$ cat config.mk
export PLATFORM = sky130hd
export DESIGN_NAME = rr_receiver_queue
export DESIGN_NICKNAME = d
export VERILOG_FILES = /design/src/rtl/rr_receiver_queue.sv
export SDC_FILE = /design/constraint.sdc
export NUM_CORES = 1
export LEC_CHECK = 0
export BUFFER_PORTS_ARGS = -buffer_cell sky130_fd_sc_hd__buf_2
export CORE_MARGIN = 2
export CORE_UTILIZATION = 35
export DETAILED_ROUTE_END_ITERATION = 8
export HOLD_SLACK_MARGIN = 0.05
export MAX_ROUTING_LAYER = met4
export RECOVER_POWER = 100
export SLEW_MARGIN = 40
export SYNTH_ARGS = -nofsm -noshare
export SYNTH_HDL_FRONTEND = slang
export SYNTH_SLANG_ARGS = --single-unit
$ cat constraint.sdc
create_clock -name clk -period 7.1 [get_ports clk]
set_input_delay 0.71 -clock clk [delete_from_list [all_inputs] [get_ports clk]]
set_output_delay 0.71 -clock clk [all_outputs]
set_load 0.02 [all_outputs]
$ cat src/rtl/rr_receiver_queue.sv
// Multi-source receiver queue: one FIFO per input source, drained through a
// registered output by a work-conserving round-robin arbiter.
module rr_receiver_queue #(
    parameter int WIDTH  = 32,
    parameter int NPORTS = 3,
    parameter int DEPTH  = 4,
    localparam int PW    = $clog2(NPORTS)
) (
    input  logic                     clk,
    input  logic                     reset,
    input  logic [NPORTS*WIDTH-1:0]  in_data,
    input  logic [NPORTS-1:0]        in_valid,
    output logic [NPORTS-1:0]        in_ready,
    output logic [WIDTH-1:0]         out_data,
    output logic                     out_valid,
    input  logic                     out_ready,
    output logic [PW-1:0]            out_port,
    output logic [NPORTS-1:0]        overflow
);

    localparam int PTRW = $clog2(DEPTH);

    logic [WIDTH-1:0]  r_mem  [NPORTS][DEPTH];
    logic [PTRW-1:0]   r_wptr [NPORTS];
    logic [PTRW-1:0]   r_rptr [NPORTS];
    logic [PTRW:0]     r_cnt  [NPORTS];
    logic [PW-1:0]     r_last;
    logic [WIDTH-1:0]  r_out_data;
    logic              r_out_valid;
    logic [PW-1:0]     r_out_port;
    logic [NPORTS-1:0] r_overflow;

    logic [NPORTS-1:0] w_push;
    logic [NPORTS-1:0] w_pop;
    logic              w_load;
    logic              w_found;
    logic [PW-1:0]     w_idx;
    logic [PW-1:0]     w_cand;

    always_comb begin
        for (int unsigned p = 0; p < NPORTS; p++) begin
            in_ready[p] = (r_cnt[p] != (PTRW+1)'(DEPTH));
        end
        w_push = in_valid & in_ready;
    end

    // Scan last+1 .. last+NPORTS so the port just granted is considered last.
    always_comb begin
        w_load  = !r_out_valid || out_ready;
        w_found = 1'b0;
        w_idx   = '0;
        w_cand  = '0;
        for (int unsigned i = 1; i <= NPORTS; i++) begin
            w_cand = PW'((32'(r_last) + i) % NPORTS);
            if (!w_found && r_cnt[w_cand] != '0) begin
                w_found = 1'b1;
                w_idx   = w_cand;
            end
        end
        w_pop = (w_load && w_found) ? (NPORTS'(1) << w_idx) : '0;
    end

    always_ff @(posedge clk) begin
        if (!reset) begin
            for (int unsigned p = 0; p < NPORTS; p++) begin
                if (w_push[p]) begin
                    r_mem[p][r_wptr[p]] <= in_data[p*WIDTH +: WIDTH];
                end
            end
        end
    end

    always_ff @(posedge clk) begin
        if (reset) begin
            for (int unsigned p = 0; p < NPORTS; p++) begin
                r_wptr[p] <= '0;
                r_rptr[p] <= '0;
                r_cnt[p]  <= '0;
            end
            r_last      <= PW'(NPORTS - 1);
            r_out_data  <= '0;
            r_out_valid <= 1'b0;
            r_out_port  <= '0;
            r_overflow  <= '0;
        end else begin
            for (int unsigned p = 0; p < NPORTS; p++) begin
                if (w_push[p]) begin
                    r_wptr[p] <= r_wptr[p] + 1'b1;
                end
                if (w_pop[p]) begin
                    r_rptr[p] <= r_rptr[p] + 1'b1;
                end
                r_cnt[p] <= r_cnt[p] + (PTRW+1)'(w_push[p]) - (PTRW+1)'(w_pop[p]);
            end
            r_overflow <= r_overflow | (in_valid & ~in_ready);
            if (w_load) begin
                if (w_found) begin
                    r_out_data  <= r_mem[w_idx][r_rptr[w_idx]];
                    r_out_port  <= w_idx;
                    r_out_valid <= 1'b1;
                    r_last      <= w_idx;
                end else begin
                    r_out_valid <= 1'b0;
                end
            end
        end
    end

    assign out_data  = r_out_data;
    assign out_valid = r_out_valid;
    assign out_port  = r_out_port;
    assign overflow  = r_overflow;

endmodule

==> summary.txt <==
Drt
  – Vias per inst: 5.47
  – Routed WL: about 50 mm
  – Via count: 11.7k
  – Met2 wire length: 24.3 mm
  – Drt first-iter violations: between 1k and 1.5k
  – Pre-antenna DRT Iters: 5
  – DR WL met3: 3.30 mm
  – DRT met1 WL: 21.8 mm
  – ANT nets after route: 0
  – Top sig layer: met4
  – WL/cell: 23.5 µm
  – Post-route DRC: 0

Setup path
  – Worst path required time: approximately 7.5 ns
  – Crit path max fanout: 95
  – Critical path class: reg2reg
  – Crit path DAT: 5.85 ns
  – Crit path launch type: flop
  – Worst setup EP type: flop
  – Worst Reg-to-Reg Cells: 15

Floorplanning
  – Core Area: 52200 µm²
  – Total I/O pin count: 143
  – Die X: about 230 µm
  – Height of the die: 233 µm
  – DIE AREA: 54400 µm²
  – Standard-cell rows: 84
  – Starting Density: 0.352

GRT
  – Largest net degree at the start of global routing: 195
  – Global route total overflow: 0
  – Vias in the first global route: roughly 12k
  – Antenna violations before repair: 9
  – First-pass GRT wire length: 73.6 mm
  – Total track usage: 0.188

Synthesis
  – Syn Nets: 1428
  – Post-Syn Instances: 1301
  – Cell taking the most area after synthesis: edfxtp_1
  – Top-count cell post-synth: edfxtp_1
  – Async SR Flop Fraction: 0
  – Sequential area share after synthesis: 0.699
  – Post-Syn Area per Cell: ~14 µm²
  – Synth Area in Adders: 0.0182
  – Post-synth EDFFs: 396
  – Post-Synthesis Cell Area: 18400 µm²
  – Post-synthesis compound-gate area fraction: 0.135
  – Multiplexer area fraction after synthesis: 0.0386
  – Yosys warns: 0
  – Synth cell types: between 50 and 60
  – Yosys top cell area share: 0.646
  – Synth cell count leaders: edfxtp_1, a21oi_1, nand2_1
  – Primary FF master, synth: edfxtp_1
  – Main combinational cell family by area after synthesis: compound AO/OA/AOI/OAI gates
  – Yosys reg bits: 444
  – XOR/XNOR Fraction of Synth Area: 0.00429
  – Synth Area in Simple Gates: 0.0788
  – Top cells by area, synth: edfxtp_1, dfxtp_1, mux2i_1

Status
  – Outcome: finished, violations left
  – Failing checks: capacitance limit, slew limit

STA
  – Actual slew at the worst max-slew pin: 3.20 ns
  – Fin crit share: 0.765
  – TNS Setup: 0 ns
  – Crit path time final: 5.43 ns
  – Worst relative slew slack: -1.14
  – Fin. max-slew vios: ~490
  – Hold Vio Cnt, Final: 0
  – Setup violations, final: 0
  – Achievable Freq: 184 MHz
  – Clock skew: 0.0271 ns
  – RSZ-0062 raised after global routing: false

Hold path
  – WHS Path Cells: 1
  – HP Class: in2reg

Clock network
  – Clk_lat worst skew: about 0.57 ns
  – TritonCTS clock tree: yes
  – CTS sink count: 444
  – Hold-fix buffers, CTS: 0
  – Root Driver: clkbuf_16
  – Post-CTS resize count: 0
  – Setup Buffers After CTS: 0
  – Longest Clk Path Bufs: 3
  – TritonCTS Buffers: 44
  – H-tree Lvls: 2
  – CTS clk-pin slew, worst paths: 0.06 ns

Power
  – Max VDD drop: 0.350 mV
  – Lkg Pwr: 6.80 nW
  – Overall power: a little over 10 mW
  – P per Cell Area: 484 nW/µm²

Finish
  – Final Non-Filler Cells: 2140
  – Layout net count: 1537
  – Fill cell count: between 4k and 5k
  – Multi-input logic area: just over 5000 µm²
  – Layout area overhead: 14.4%
  – Layout cells sized above 1: 0.0934
  – Reg area: around 13000 µm²

Placed design
  – Routability cong.: approximately 0.76
  – Placed insts: 2051
  – HPWL after DPL: ~29 mm
  – Port bufs: 142

Flow run
  – Max Cap Viol: 13
-- metal layers --
metal,track usage,up-vias
met5,-,-
met4,0.0482,0
met3,0.0378,72
met2,0.305,377
met1,0.240,5934
li1,-,5318
-- where the power goes --
group / switching [mW] / internal, mW
combinational: 2.92 / 1.62
clock: 0.989 / 1.30
sequential: 0.157 / 3.20
total: 4.06 / 6.13
-- kinds of logic (layout without fill, tap and decap cells) --
| kind of cell | Yosys count | count (layout) |
|---|---|---|
| muxes | 69 | 69 |
| and+or+nand+nor | 256 | 256 |
| DFF | 444 | 444 |
| other | 0 | 7 |
| buffers and inverters | 122 | 266 |
| adders and majority gates | 25 | 25 |
| xor gates and xnor gates | 9 | 9 |
| AOI/OAI and AO/OA | 376 | 376 |
-- layout make-up --
cell class              instances  area share
diodes                          7    0.000833
multi-input cells             735       0.242
inverters                      25     0.00446
repair buffers                160      0.0337
well taps                     688      0.0409
clock inverters                21     0.00809
flip-flops and latches        444       0.611
clock buffers                  60      0.0591
-- stage by stage --
stage | util | hold slack, ns | instance area, µm² | setup slack [ns]
after floorplan | - | 0.490 | 18400 | 3.44
after global placement | 0.378 | 0.449 | 19700 | 2.77
after detailed placement | 0.379 | 0.460 | 19800 | 2.69
after CTS | 0.407 | 0.330 | 21200 | 2.69
after global routing | 0.403 | 0.398 | 21000 | 1.27
final | 0.403 | 0.398 | 21000 | 1.67
-- worst paths after layout --
| path | from | to | slack (ns) |
|---|---|---|---|
| worst max-delay path | r_last[0] | r_cnt[2][2] | 1.67 |
| worst min register to register | overflow[0] | overflow[0] | 0.47 |
| worst min-delay path | in_data[15] | r_mem[0][15] | 0.40 |
| worst max register to register | r_last[0] | r_cnt[2][2] | 1.67 |
-- critical path, stage by stage (launching register included) --
cell      delay [ns]
dfxtp_1         0.41
inv_1           0.08
ha_1            0.40
nor4_1          0.66
o21a_1          0.21
nor2_1          0.08
o311ai_4        0.34
clkbuf_2        1.59
nor3_1          0.16
ha_1            0.39
inv_1           0.04
ha_1            0.19
fa_1            0.38
xnor2_1         0.17
xnor2_1         0.13
nor2_1          0.05
-- registers in the layout (all words and copies together) (netlist names) --
| signal | count |
|---|---|
| r_last | 2 |
| overflow | 3 |
| r_mem | 384 |
| out_data | 32 |
| r_rptr | 6 |
| r_cnt | 9 |
| out_valid | 1 |
| r_wptr | 6 |
| out_port | 1 |
-- cells in the final DEF, fill, tap and decap left out, drive strengths merged, types with 36 or more instances in the layout --
cell type and count:
a21oi 98, nor2b 39, nor2 36, o21ai 64, dfxtp 48, mux2i 66, nand2 80, a31oi 67
edfxtp 396, clkbuf 202
(Power assumes the default switching activity.)
